**src/rtl/clk_freq_monitor.sv**
```systemverilog
// clk_freq_monitor
// Counts rising edges of an asynchronous, slower signal MON_IN over a fixed
// gate window of CLK cycles. It reports each completed window with a
// one-cycle VALID strobe and flags counts outside [MIN_COUNT, MAX_COUNT].
// A separate watchdog raises LOS when no edge has been seen for LOS_CYCLES
// cycles.
module clk_freq_monitor #(
  parameter int unsigned GATE_CYCLES = 27000,
  parameter int unsigned CNT_W       = 16,
  parameter int unsigned MIN_COUNT   = 0,
  parameter int unsigned MAX_COUNT   = 65535,
  parameter int unsigned LOS_CYCLES  = 1024
) (
  input  logic             CLK,
  input  logic             RESET,
  input  logic             EN,
  input  logic             MON_IN,
  output logic [CNT_W-1:0] COUNT,
  output logic             VALID,
  output logic             LOW,
  output logic             HIGH,
  output logic             LOS
);

  localparam int unsigned GATE_W = (GATE_CYCLES > 2) ? $clog2(GATE_CYCLES) : 1;
  localparam int unsigned LOS_W  = $clog2(LOS_CYCLES + 1);

  localparam logic [GATE_W-1:0] GATE_LAST = GATE_W'(GATE_CYCLES - 1);
  localparam logic [LOS_W-1:0]  LOS_MAX   = LOS_W'(LOS_CYCLES);
  localparam logic [CNT_W-1:0]  CNT_MAX   = '1;

  // Thresholds widened to 33 signed bits so that the range checks work for
  // any parameter value, including MIN_COUNT = 0 and MAX_COUNT >= 2**CNT_W.
  localparam logic signed [32:0] MIN_S = {1'b0, MIN_COUNT};
  localparam logic signed [32:0] MAX_S = {1'b0, MAX_COUNT};

  typedef enum logic {
    IDLE    = 1'b0,
    MEASURE = 1'b1
  } state_t;

  // Adds a single edge to a count and clamps at all-ones instead of wrapping.
  function automatic logic [CNT_W-1:0] sat_add(input logic [CNT_W-1:0] base,
                                               input logic             inc);
    logic [CNT_W:0] sum;
    sum = {1'b0, base} + {{CNT_W{1'b0}}, inc};
    sat_add = sum[CNT_W] ? CNT_MAX : sum[CNT_W-1:0];
  endfunction

  // True when a count falls below the lowest in-range value.
  function automatic logic below_min(input logic [CNT_W-1:0] value);
    logic signed [32:0] wide;
    wide = $signed({1'b0, 32'(value)});
    below_min = (wide < MIN_S);
  endfunction

  // True when a count exceeds the highest in-range value.
  function automatic logic above_max(input logic [CNT_W-1:0] value);
    logic signed [32:0] wide;
    wide = $signed({1'b0, 32'(value)});
    above_max = (wide > MAX_S);
  endfunction

  state_t            state;
  state_t            state_next;
  logic              counting;
  logic              win_end;

  logic              mon_p0;
  logic              mon_p1;
  logic              mon_p2;
  logic              rise;

  logic [GATE_W-1:0] gate_cnt;
  logic [CNT_W-1:0]  edge_cnt;
  logic [CNT_W-1:0]  win_total;

  logic [LOS_W-1:0]  los_cnt;
  logic [LOS_W-1:0]  los_next;

  logic [CNT_W-1:0]  count_p3;
  logic              vld_p3;
  logic              low_p3;
  logic              high_p3;
  logic              los_p3;

  // ---- stage p0..p2: two-flop synchronizer plus edge-detect register ----
  // Cleared on reset, so a MON_IN that is already high at release is seen
  // as one fresh rising edge once it has passed through the synchronizer.
  always_ff @(posedge CLK or posedge RESET) begin
    if (RESET) begin
      mon_p0 <= 1'b0;
      mon_p1 <= 1'b0;
      mon_p2 <= 1'b0;
    end else begin
      mon_p0 <= MON_IN;
      mon_p1 <= mon_p0;
      mon_p2 <= mon_p1;
    end
  end

  assign rise = mon_p1 & ~mon_p2;

  // Holds the measurement state.
  always_ff @(posedge CLK or posedge RESET) begin
    if (RESET) begin
      state <= IDLE;
    end else begin
      state <= state_next;
    end
  end

  // Chooses the next state and marks window completion and abort. The final
  // cycle of a window always completes; EN only decides whether the next
  // window starts immediately or the monitor returns to IDLE.
  always_comb begin
    state_next = state;
    counting   = 1'b0;
    win_end    = 1'b0;
    case (state)
      IDLE: begin
        if (EN) begin
          state_next = MEASURE;
        end
      end
      MEASURE: begin
        if (gate_cnt == GATE_LAST) begin
          win_end = 1'b1;
          if (!EN) begin
            state_next = IDLE;
          end
        end else if (EN) begin
          counting = 1'b1;
        end else begin
          state_next = IDLE;
        end
      end
      default: begin
        state_next = IDLE;
      end
    endcase
  end

  // Gate and edge counters: advance while a window is open, clear on window
  // end, on abort and in IDLE.
  always_ff @(posedge CLK or posedge RESET) begin
    if (RESET) begin
      gate_cnt <= '0;
      edge_cnt <= '0;
    end else if (counting) begin
      gate_cnt <= gate_cnt + GATE_W'(1);
      edge_cnt <= sat_add(edge_cnt, rise);
    end else begin
      gate_cnt <= '0;
      edge_cnt <= '0;
    end
  end

  // An edge landing in the last cycle of the window still belongs to it.
  assign win_total = sat_add(edge_cnt, rise);

  // ---- stage p3: result registers, updated together with VALID ----
  // COUNT, LOW and HIGH hold between windows and across an abort.
  always_ff @(posedge CLK or posedge RESET) begin
    if (RESET) begin
      count_p3 <= '0;
      vld_p3   <= 1'b0;
      low_p3   <= 1'b0;
      high_p3  <= 1'b0;
    end else begin
      vld_p3 <= win_end;
      if (win_end) begin
        count_p3 <= win_total;
        low_p3   <= below_min(win_total);
        high_p3  <= above_max(win_total);
      end
    end
  end

  // Loss-of-signal counter runs regardless of EN; an edge in the cycle the
  // threshold would be reached takes priority and keeps LOS low.
  always_comb begin
    los_next = los_cnt;
    if (rise) begin
      los_next = '0;
    end else if (los_cnt != LOS_MAX) begin
      los_next = los_cnt + LOS_W'(1);
    end
  end

  // Registers the LOS counter and its threshold flag side by side.
  always_ff @(posedge CLK or posedge RESET) begin
    if (RESET) begin
      los_cnt <= '0;
      los_p3  <= 1'b0;
    end else begin
      los_cnt <= los_next;
      los_p3  <= (los_next == LOS_MAX);
    end
  end

  assign COUNT = count_p3;
  assign VALID = vld_p3;
  assign LOW   = low_p3;
  assign HIGH  = high_p3;
  assign LOS   = los_p3;

endmodule

```
**config.mk**
```make
export PLATFORM = sky130hd
export DESIGN_NAME = clk_freq_monitor
export DESIGN_NICKNAME = d
export VERILOG_FILES = /design/src/rtl/clk_freq_monitor.sv
export SDC_FILE = /design/constraint.sdc
export NUM_CORES = 1
export LEC_CHECK = 0
export BUFFER_PORTS_ARGS = -buffer_cell sky130_fd_sc_hd__buf_2
export CORE_ASPECT_RATIO = 2
export CORE_MARGIN = 2
export CORE_UTILIZATION = 45
export DETAILED_ROUTE_END_ITERATION = 10
export GPL_ROUTABILITY_DRIVEN = 0
export GPL_TIMING_DRIVEN = 0
export SYNTH_ARGS = -nofsm -noshare
export SYNTH_HDL_FRONTEND = slang
export SYNTH_SLANG_ARGS = --single-unit
```
**constraint.sdc**
```tcl
create_clock -name CLK -period 2.5 [get_ports CLK]
set_input_delay 0.125 -clock CLK [delete_from_list [all_inputs] [get_ports CLK]]
set_output_delay 0.125 -clock CLK [all_outputs]
set_load 0.05 [all_outputs]
```
* After elaboration in Yosys (flattened, before gate mapping)
Cells that the tools add are included.
** Storage, ports and cells
- Input port bits :: 4
- Word-level logic and storage cells :: 28
- Bits in registers :: 64
** Cells by class
- Equal/unequal tests :: 3
- Multiplexer cells :: 10
- Add/sub/neg operators :: 3
- Bitwise operators :: 2
** Operators by type and width (count)
- $mux W16 :: 2
- $mux W11 :: 2
- $add A16 B1 Y17 :: 1
- $add A15 B1 Y15 const B :: 1
- $eq A15 B15 Y1 const B :: 1
- $mux W15 :: 1
- $add A11 B1 Y11 const B :: 1
- $eq A11 B11 Y1 const B :: 1
- $ne A11 B11 Y1 const B :: 1
- $mux W1 :: 5
- $and A1 B1 Y1 :: 1
- $not A1 Y1 :: 1

* Logic depth before layout (Yosys ltp)
- Word-level depth :: 5
- Mapped depth :: 9
- Mapped depth without buffers :: 9

* Least setup slack after synthesis
No wires, ideal clock.
- Path kind :: flip-flop to flip-flop
- From :: register mon_p1
- To :: register count_p3[5], in the netlist COUNT[5]
- Period minus slack after synthesis :: 2.147 ns
- Stages on the path, launching flop included :: 9
- Path buffers :: 0
- Setup slack :: 0.353 ns
- Data required time :: 2.372 ns
- Data arrival time :: 2.020 ns
- Cell sequence :: dfrtp_1 > nand2b_1 > inv_2 > ha_1 > ha_1 > nand3_1 > nor4_4 > or3b_2 > mux2_1
** On the way
- Cells in the longest elaborated chain, start to end :: 3
** RTL lines
- start, declared :: line 70 : logic mon_p1;
- start signal, assigned :: line 97 : mon_p1 <= mon_p0;
- $and A1 B1 Y1 :: line 102 : assign rise = mon_p1 & ~mon_p2;
- $add A16 B1 Y17 :: line 46 : sum = {1'b0, base} + {{CNT_W{1'b0}}, inc};
- $mux W16 :: line 47 : sat_add = sum[CNT_W] ? CNT_MAX : sum[CNT_W-1:0];
- end signal, assigned :: line 173 : count_p3 <= win_total;
- end, declared :: line 81 : logic [CNT_W-1:0] count_p3;
No other way between the ends.
A chain may end at the register's enable or synchronous reset.

* Final worst setup path
Same ends and word-level chain as after synthesis.

==> results.py <==
metrics = {
    "setup_path": {
        "arrival_ns": 2.53,
        "crit_type": "flop to flop",
        "start_kind": "flop",
        "crit_fanout": 9,
        "end_kind": "flop",
        "crit_required_ns": 2.71,
        "rrSetupSlack_ns": 0.17,
    },
    "floorplan": {
        "start_util_pct": 45.8,
        "core_mm2": 0.00657,
        "die_w_um": 61.8,
        "ios": 24,
        "die_h_um": 120,
        "rows": 42,
        "die_area_mm2": 0.00740,
    },
    "clock_tree": {
        "cts_root_buf": "clkbuf_16",
        "htree_num_levels": 3,
        "numCtsBuffers": 9,
        "clkTransAtPathRegs_ns": 0.05,
        "clk-insertion-delay-late_ns": 0.33,
        "cts_tree": "yes",
        "numClockSinks": 64,
        "clock_path_buffers": 2,
    },
    "synthesis": {
        "synthFlopType": "dfrtp_1",
        "async_flop_share_pct": 100,
        "synth_area_mm2": 0.00301,
        "yosysMostFrequentCell": "dfrtp_1",
        "yosys_warnings": 0,
        "syn_inst": 304,
        "synth_seq_cells": 64,
        "netlist-cell-type-count": 45,
        "synth.top_cell.area_share_pct": 53.2,
        "yosysTopAreaCell": "dfrtp_1",
        "synth-edff-count": 0,
        "ys_seq_area_share_pct": 53.2,
        "synth_area_leaders": "dfrtp_1 53%, nor2_1 6.4%, xor2_1 4.9%, nand2_1 3.6%, xnor2_1 2.9%",
        "synth_area_per_cell_um2": 9.91,
        "ys_top_cells_by_count": "64 x dfrtp_1, 51 x nor2_1, 29 x nand2_1",
    },
    "run": {
        "cap_violations": 0,
    },
    "power": {
        "leakage_nw": 1.67,
        "p_per_area_mw_per_mm2": 708,
        "peakVddDrop_mv": 0.402,
    },
    "drt": {
        "drt-pass1-iter-count": 4,
        "top_layer": "met4",
        "drt_iter0_drc": 81,
        "vias": 2281,
        "wl_met3_um": 161,
        "drt_wl_total_mm": 6.62,
        "wl_met2_mm": 4.11,
        "vias_per_cell": 5.24,
        "wire_per_inst_um": 15.2,
        "met1_length_mm": 2.22,
        "ant_nets": 0,
        "drc_errors": 0,
    },
    "sta": {
        "final_hold_viol_count": 0,
        "worst_slack_ns": 0.172,
        "setup-violations-final": 0,
        "fmax_mhz": 430,
        "finalSetupTns_ns": 0,
        "whs_ns": 0.351,
        "layout_min_cycle_time_ns": 2.33,
        "slew_viol_final": 0,
        "tightest_slew_ns": 0.702,
        "rsz0062_at_grt": "false",
        "slew-limit-headroom_pct": 53.2,
        "period_share_pct": 93.1,
        "fin_skew_ns": 0.00572,
    },
    "placed_design": {
        "numPortBuffers": 21,
        "preCtsSetupSlack_ns": -0.0905,
        "hpwlAfterDp_mm": 4.96,
        "place_area_mm2": 0.00325,
    },
    "cells_and_area": {
        "n_fill_cell": 600,
        "drive_gt1_share_pct": 19.3,
        "stdcell_area_mm2": 0.00360,
        "syn_to_final_growth_pct": 19.7,
        "fin_util_pct": 54.9,
        "fin_nets": 351,
        "diodes": 0,
    },
    "grt": {
        "antenna_found_initial": 0,
        "grt_pass1_wl_mm": 11.3,
        "grt_usage_pct": 21.0,
        "grt_max_degree": 34,
        "grt_pass1_vias": 2427,
        "globalRoute.totalOverflow": 0,
    },
    "hold_path": {
        "holdCritPathClass": "flop to flop",
    },
    "outcome": {
        "status": "finished, final reports clean",
    },
}
## through the flow
step | instances | power [W]
3_5_place_dp | 415 | 0.00132
3_3_place_gp | 414 | 0.00131
6_report | 435 | 0.00255
2_1_floorplan | 305 | 0.00126
4_1_cts | 434 | 0.00258
5_1_grt | 435 | 0.00266
## timing repair
action,in CTS,in global routing
endpoints found under the setup margin,23,23
pin swaps,0,1
gates cloned,0,0
hold buffers,3,0
endpoints found under the hold margin,33,0
resized for setup,2,2
buffers inserted,0,1
## registers in the layout, indices dropped and copies added (netlist names)
name / flops
mon_p2: 1
mon_p0: 1
COUNT: 16
edge_cnt: 16
LOS: 1
los_cnt: 11
mon_p1: 1
state: 1
VALID: 1
gate_cnt: 15
## placed cells by master, fill, tap and decap left out, types with 3 or more instances in the layout
cell	instances
nor2_1	51
o21ai_1	15
buf_4	5
o31ai_1	3
clkbuf_16	9
a21oi_1	6
o21ai_0	8
nand2_1	29
buf_2	29
nand4_1	8
and3_1	5
clkbuf_1	3
dfrtp_1	64
nand3_1	15
xor2_1	17
dlygate4sd3_1	3
inv_1	8
nor3_1	8
ha_1	5
xnor2_1	10
or3_1	5
## path summary, 6_finish.rpt
check,start,endpoint,cells past startpoint
min in group asynchronous,RESET,COUNT[1],3
hold / removal,mon_p0,mon_p1,0
setup reg to reg,mon_p1,COUNT[5],8
setup / recovery,mon_p1,COUNT[5],8
hold reg to reg,mon_p0,mon_p1,0
max in group asynchronous,RESET,COUNT[11],4
## worst max-delay path, cell delays in order (launching register included)
cell	delay, ns
dfrtp_1	0.38
nand2b_2	0.14
inv_2	0.13
ha_1	0.24
ha_1	0.26
nand3_2	0.18
nor4_4	0.06
or3b_2	0.50
mux2_1	0.30
## cells by family (layout without fill, tap and decap cells)
group / Yosys count / count (layout) / synth area share (%)
buf+inv: 23 / 65 / 3.61
xor+xnor: 27 / 27 / 7.85
compound gates: 39 / 39 / 7.85
fa+ha+maj: 5 / 5 / 2.08
other cells: 1 / 2 / 0.125
mux: 3 / 3 / 1.04
flops: 64 / 64 / 53.2
simple gates: 142 / 142 / 24.3
## cell type report
class                      instances  area [um^2]  share of cell area, %
buffer                            13         73.8                   2.05
clock buffer                      13          260                   7.22
clock inverter                     3         40.0                   1.11
inverter                          10         37.5                   1.04
multi-input combinational        218         1320                   36.6
sequential                        64         1600                   44.4
tap                               88          110                   3.06
timing repair buffer              26          163                   4.51
## layer usage
layer / vias up / track usage, %
met5: - / 0
met4: 0 / 8.64
met3: 9 / 5.17
met2: 25 / 38.8
met1: 1131 / 20.7
li1: 1116 / -
## power breakdown
group	switching (W)	total, W	internal (W)
Sequential	0.0000209	0.00109	0.00107
Combinational	0.000145	0.000220	0.0000749
Clock	0.000422	0.00124	0.000822
Note: power is estimated with default switching activity, not from simulation.
